$ cat config.mk
export PLATFORM = sky130hd
export DESIGN_NAME = riv_async_fifo_wr_ctrl
export DESIGN_NICKNAME = d
export VERILOG_FILES = /design/src/rtl/riv_async_fifo_wr_ctrl.sv
export SDC_FILE = /design/constraint.sdc
export NUM_CORES = 1
export LEC_CHECK = 0
export CAP_MARGIN = 20
export CORE_ASPECT_RATIO = 0.7
export CORE_UTILIZATION = 25
export CTS_BUF_LIST = sky130_fd_sc_hd__clkbuf_4 sky130_fd_sc_hd__clkbuf_8
export CTS_CLUSTER_DIAMETER = 200
export DETAILED_ROUTE_END_ITERATION = 10
export SYNTH_ARGS = -nofsm -noshare
export SYNTH_HDL_FRONTEND = slang
export SYNTH_SLANG_ARGS = --single-unit
$ cat constraint.sdc
create_clock -name wclk -period 4.15 [get_ports wclk]
set_input_delay 1.0375 -clock wclk [delete_from_list [all_inputs] [get_ports wclk]]
set_output_delay 1.0375 -clock wclk [all_outputs]
set_load 0.03 [all_outputs]
$ cat src/rtl/riv_async_fifo_wr_ctrl.sv
`default_nettype none
// ============================================================================
//  Module      : riv_async_fifo_wr_ctrl
//  Description : Write-side controller of the riv async FIFO. Accepts a
//                valid/ready write stream, drives the memory write port,
//                publishes a Gray write pointer and derives full,
//                almost-full and occupancy from the synchronised read pointer.
//  Revision    : 1.0 - initial release
// ============================================================================
module riv_async_fifo_wr_ctrl #(
  parameter int ADDR_WIDTH   = 10,
  parameter int SYNC_STAGES  = 2,
  parameter int AFULL_THRESH = (1 << ADDR_WIDTH) - 4
) (
  input  logic                  wclk,
  input  logic                  wrst,
  input  logic                  wvalid,
  output logic                  wready,
  output logic                  wen,
  output logic [ADDR_WIDTH-1:0] waddr,
  output logic [ADDR_WIDTH:0]   wptr_gray,
  input  logic [ADDR_WIDTH:0]   rptr_gray,
  output logic                  wfull,
  output logic                  walmost_full,
  output logic [ADDR_WIDTH:0]   wlevel
);

  localparam int PTR_W = ADDR_WIDTH + 1;
  localparam logic [ADDR_WIDTH:0] AFULL_LVL = PTR_W'(AFULL_THRESH);

  // Pointer state
  logic [ADDR_WIDTH:0] wbin_q;
  logic [ADDR_WIDTH:0] wbin_d;
  logic [ADDR_WIDTH:0] wgray_q;
  logic [ADDR_WIDTH:0] wgray_d;

  // Read-pointer synchroniser chain; sync_q[0] is the first capture flop
  logic [ADDR_WIDTH:0] sync_q [SYNC_STAGES];
  logic [ADDR_WIDTH:0] rq;
  logic [ADDR_WIDTH:0] rbin;

  // Status
  logic                wready_q;
  logic                wfull_q;
  logic                walmost_full_q;
  logic [ADDR_WIDTH:0] wlevel_q;
  logic [ADDR_WIDTH:0] full_gray;
  logic [ADDR_WIDTH:0] level_d;
  logic                full_d;
  logic                afull_d;

  // A write is accepted only while the registered ready is high
  assign wen    = wvalid & wready_q;
  assign wbin_d = wbin_q + {{ADDR_WIDTH{1'b0}}, wen};
  assign wgray_d = wbin_d ^ (wbin_d >> 1);

  // Synchroniser: the first stage samples rptr_gray directly with no logic
  // in front, so the Gray property keeps metastability to a single bit.
  generate
    for (genvar s = 0; s < SYNC_STAGES; s++) begin : g_sync
      if (s == 0) begin : g_first
        // First capture flop of the asynchronous read pointer
        always_ff @(posedge wclk or posedge wrst) begin
          if (wrst) sync_q[0] <= '0;
          else      sync_q[0] <= rptr_gray;
        end
      end else begin : g_rest
        // Further resolution stages
        always_ff @(posedge wclk or posedge wrst) begin
          if (wrst) sync_q[s] <= '0;
          else      sync_q[s] <= sync_q[s-1];
        end
      end
    end
  endgenerate

  assign rq = sync_q[SYNC_STAGES-1];

  // Gray-to-binary: each binary bit is the XOR of all Gray bits at or above it
  generate
    for (genvar i = 0; i < PTR_W; i++) begin : g_gray2bin
      assign rbin[i] = ^(rq >> i);
    end
  endgenerate

  // Full when the next write pointer equals the read pointer with the two
  // top Gray bits inverted (one full lap ahead).
  assign full_gray = {~rq[ADDR_WIDTH:ADDR_WIDTH-1], rq[ADDR_WIDTH-2:0]};
  assign full_d    = (wgray_d == full_gray);
  assign level_d   = wbin_d - rbin;
  assign afull_d   = (level_d >= AFULL_LVL);

  // Write pointer registers, binary for addressing and Gray for export
  always_ff @(posedge wclk or posedge wrst) begin
    if (wrst) begin
      wbin_q  <= '0;
      wgray_q <= '0;
    end else begin
      wbin_q  <= wbin_d;
      wgray_q <= wgray_d;
    end
  end

  // Status registers; ready is held low for the first cycle after reset
  always_ff @(posedge wclk or posedge wrst) begin
    if (wrst) begin
      wready_q       <= 1'b0;
      wfull_q        <= 1'b0;
      walmost_full_q <= 1'b0;
      wlevel_q       <= '0;
    end else begin
      wready_q       <= ~full_d;
      wfull_q        <= full_d;
      walmost_full_q <= afull_d;
      wlevel_q       <= level_d;
    end
  end

  assign wready       = wready_q;
  assign waddr        = wbin_q[ADDR_WIDTH-1:0];
  assign wptr_gray    = wgray_q;
  assign wfull        = wfull_q;
  assign walmost_full = walmost_full_q;
  assign wlevel       = wlevel_q;

endmodule
`default_nettype wire

; ---- Word-level counts from Yosys, hierarchy flattened
; Cells that the tools add are included.
; Widths: inputs -> output; s select.
[classes]
n_reduce_logical = 11
addsub = 2
order_cmp = 1
bitwise_logic = 4
eq_ne = 1
[ops]
columns = op, n
row1 = $reduce_xor 11->1, 11
row2 = $add 11x1->11, 1
row3 = $eq 11x11->1, 1
row4 = $ge 11x10->1 const B, 1
row5 = $sub 11x11->11, 1
row6 = $xor 11x10->11, 1
row7 = $not 2->2, 1
row8 = $and 1x1->1, 1
row9 = $not 1->1, 1
[word_totals]
inputBits = 14
wordCells = 27
ff_bits = 58
out_inout_bits = 36

; ---- Depth between registers and ports, before layout
[logic_depth]
word_depth = 5
mapped_depth = 17
mapped_depth_nobuf = 16

; ---- Least setup slack after synthesis
; Ideal clock, no wire load.
[synth_path]
path_type = input-to-reg
start = in wvalid
end = reg walmost_full_q (netlist: walmost_full)
arrival_time_ns = 3.840
slack_ns = 0.206
setup_ns = 0.104
path_buffers = 0
path_stages = 12
required_ns = 4.046
cell_sequence = and2_1 ha_1 xor2_1 ha_1 a21oi_1 nand2_1 o2111a_1 o41ai_2 a21oi_2 mux2i_1 nor2_1 o41ai_2
[synth_via]
elab_chain_cells = 4
[synth_rtl]
columns = item, line
row1 = from (decl), 17  ; input logic wvalid,
row2 = $and 1x1->1, 53  ; assign wen = wvalid & wready_q;
row3 = $add 11x1->11, 54  ; assign wbin_d = wbin_q + {{ADDR_WIDTH{1'b0}}, wen};
row4 = net wbin_d[1], 33  ; logic [ADDR_WIDTH:0] wbin_d;
row5 = $sub 11x11->11, 90  ; assign level_d = wbin_d - rbin;
row6 = $ge 11x10->1, 91  ; assign afull_d = (level_d >= AFULL_LVL);
row7 = net afull_d, 50  ; logic afull_d;
row8 = to (signal assigned), 114  ; walmost_full_q <= afull_d;
row9 = to (decl), 45  ; logic walmost_full_q;
; The timed path passes the listed nets, and every way through them passes these cells.

; ---- Worst setup path in the final report
[layout_path]
start = reg sync_q, in the netlist rq[8]
end = reg walmost_full_q (netlist: walmost_full)
[layout_via]
elab_chain_cells = 3
word_cells_on_any_way = 11
cone_classes = add/sub: 1 / order compare: 1 / reduce/logical: 9
[layout_rtl]
columns = item, line
row1 = from (decl), 38  ; logic [ADDR_WIDTH:0] sync_q [SYNC_STAGES];
row2 = "from (signal, indexed assignment)", 71  ; else sync_q[s] <= sync_q[s-1];
row3 = $reduce_xor 11->1, 82  ; assign rbin[i] = ^(rq >> i);
row4 = $sub 11x11->11 *, 90
row5 = net level_d[5], 48  ; logic [ADDR_WIDTH:0] level_d;
row6 = $ge 11x10->1 *, 91
row7 = net afull_d, 50
; The timed path passes the listed nets; every way through them passes the cells marked *.

==> impl_metrics.json <==
{
  "rows": 32,
  "synthFlopType": "dfrtp_1",
  "synth_area_leaders": "dfrtp_1 (50%), xnor2_1 (9.2%), xor2_1 (5.5%)",
  "cts_buffers": 9,
  "dieHeight_um": 91.6,
  "clkTransAtPathRegs_ps": 60,
  "wl_per_cell_um": 13.4,
  "dpl_cell_area_um2": 3690,
  "pwr-share-clk_pct": 18.3,
  "grt_overflow_total": 0,
  "regToRegStartpoint": "rq[8]",
  "cp.arrival_ps": 4210,
  "hold_slack_ps": 347,
  "power_leakage_nw": 1.80,
  "clock-sinks": 57,
  "die-area_um2": 11900,
  "path_class": "flop to flop",
  "swShare_pct": 39.7,
  "yosysWarnings": 0,
  "diodes": 0,
  "grt_pass1_wl_um": 10500,
  "post_synth_most_frequent_cells": "dfrtp_1 (57), xnor2_1 (30), inv_1 (21)",
  "status": "complete, no violations",
  "ioPinCount": 50,
  "crit_start": "rq[8]",
  "syn-cell-area_um2": 2870,
  "hold_path_depth": 0,
  "coreArea_um2": 11100,
  "antenna_found_initial": 0,
  "fmax_mhz": 252,
  "tns_ps": 0,
  "cts_root_buf": "clkbuf_8",
  "synth.largest_area_cell": "dfrtp_1",
  "pre_cts_ws_ps": -97.7,
  "p_per_area_nw_per_um2": 788,
  "grt_pass1_vias": 2050,
  "dp_hpwl_um": 4940,
  "htreeDepth": 3,
  "design_area_um2": 3970,
  "cap_violations": 0,
  "finalSetupViolCount": 0,
  "switchingPower_mw": 1.24,
  "dr.pass1.iters": 4,
  "r2r.worst_path.cells": 16,
  "drc": 0,
  "grt_usage_pct": 12.2,
  "post-route-util_pct": 35.8,
  "fin_crit_sh_pct": 95.8,
  "initialDrtViolationCount": 135,
  "rsz0062_at_grt": "false",
  "hold_viol": 0,
  "end_kind": "flop",
  "worst_pin_slew_ps": 584,
  "cts_tree": "built",
  "r2r_end": "walmost_full",
  "worst_slack_ps": 174,
  "ys_ff_latch": 57,
  "r2r_slack_ps": 170,
  "cp-start-kind": "flop",
  "internal_power_mw": 1.89,
  "synth_most_common_cell": "dfrtp_1",
  "dieWidth_um": 130,
  "synth_cells": 241,
  "hold_class": "flop to flop",
  "initial_core_util_pct": 25.8,
  "syn_nets": 266,
  "synth_cell_types": 53,
  "min_to": "rq[5]",
  "p_comb_share_pct": 56.8,
  "numPortBuffers": 49,
  "final_layout_size_suffix_gt1_share_pct": 18.7,
  "crit_fanout": 6,
  "synth_edf_count": 0,
  "syn_area_per_cell_um2": 11.9,
  "ant_nets": 0,
  "seq_area_frac_synth_pct": 49.8,
  "total_power_mw": 3.13,
  "finalNetCount": 347,
  "timing.final.crit_period_ps": 3980,
  "final_cells": 479,
  "gp_congestion": 0.778,
  "skew_ps": 9.31,
  "ys_async_sr_fraction_pct": 100,
  "vdd_ir_drop_max_uv": 246,
  "vias_per_cell": 4.24,
  "clk_latency_ps": 350,
  "slew_violations": 0,
  "vias": 2032,
  "power_frac_seq_pct": 24.9,
  "min-delay-start": "sync_q[16]",
  "clk_path_buf_depth": 2,
  "grt_max_degree": 30,
  "area_delta_synth_final_pct": 38.6,
  "synth_top_area_share_pct": 49.8,
  "relSlewSlack_pct": 61.0,
  "required_ps": 4390,
  "dp.cells": 462,
  "routed_wl_um": 6420
}
per-layer routing:
metal  global-route usage, %  share of wire, %
met1                    17.9                52
met5                       0                 0
met4                    4.36              0.86
met2                    15.7                41
met3                    5.13               6.1
kinds of logic after synthesis:
family                   synth area share [%]
AO/OA/AOI/OAI                            8.82
AND/OR/NAND/NOR                          10.8
multiplexers                             1.05
buffers and inverters                    4.19
adder cells (fa/ha/maj)                  5.41
XOR/XNOR                                 20.0
flip-flops                               49.8
layout by cell type (no fill, tap or decap), types with 5 or more instances in the layout:
cell             count
ha_1                10
clkdlybuf4s50_1     49
o21ai_0              6
xor2_1              17
clkbuf_8            10
xnor2_1             27
inv_1               20
dfrtp_1             57
buf_4               26
nand3_1              6
nand4_1              5
nor2_1               7
nand2_1             10
critical path: stages, from the launching register on:
cell       delay [ps]
dfrtp_1           410
xor3_2            420
xnor3_2           390
clkinv_4          100
xnor2_2           240
xnor2_2           160
buf_4             140
inv_1              40
ha_1              280
a21oi_2           220
nand2_1            80
o2111a_1          180
nor4_1            360
xnor2_1           210
nand4_1           140
nand4bb_2         270
o41ai_2           210
worst max path at each step:
stage | to | slack (ps) | cells past startpoint
final | walmost_full | 170 | 16
after detailed placement | walmost_full | -100 | 12
after global placement | walmost_full | -20 | 12
after floorplan | walmost_full | 210 | 12
after global routing | walmost_full | 8 | 16
after CTS | walmost_full | 8 | 16
registers in the layout, summed over array words and instances, names as in the netlist:
| signal | count |
|---|---|
| wbin_q | 11 |
| rq | 11 |
| wfull | 1 |
| wready | 1 |
| walmost_full | 1 |
| sync_q | 11 |
| wptr_gray | 10 |
| wlevel | 11 |
final cells by class:
class                           instances  area, um^2
Fill cell                            1125        7120
Sequential cell                        57        1430
Multi-Input combinational cell        157        1360
Timing Repair Buffer                   75         686
Tap cell                              153         191
Clock buffer                           12         153
Inverter                               22        87.6
Clock inverter                          3        65.1
repair_timing:
action | CTS | global route
pin swaps | 0 | 1
gates resized for setup | 1 | 6
hold buffers | 0 | 0
setup endpoints to repair | 1 | 5
gates cloned | 0 | 0
setup buffers | 0 | 2
power groups by stage:
| stage | clock [mW] | combinational [mW] | sequential [mW] |
|---|---|---|---|
| after global routing | 0.627 | 1.91 | 0.799 |
| after global placement | 0 | 1.69 | 0.789 |
| after floorplan | 0 | 0.839 | 1.01 |
| final | 0.571 | 1.78 | 0.780 |
| after detailed placement | 0 | 1.71 | 0.790 |
| after CTS | 0.590 | 1.73 | 0.783 |
Power figures use the tool's default switching activity.
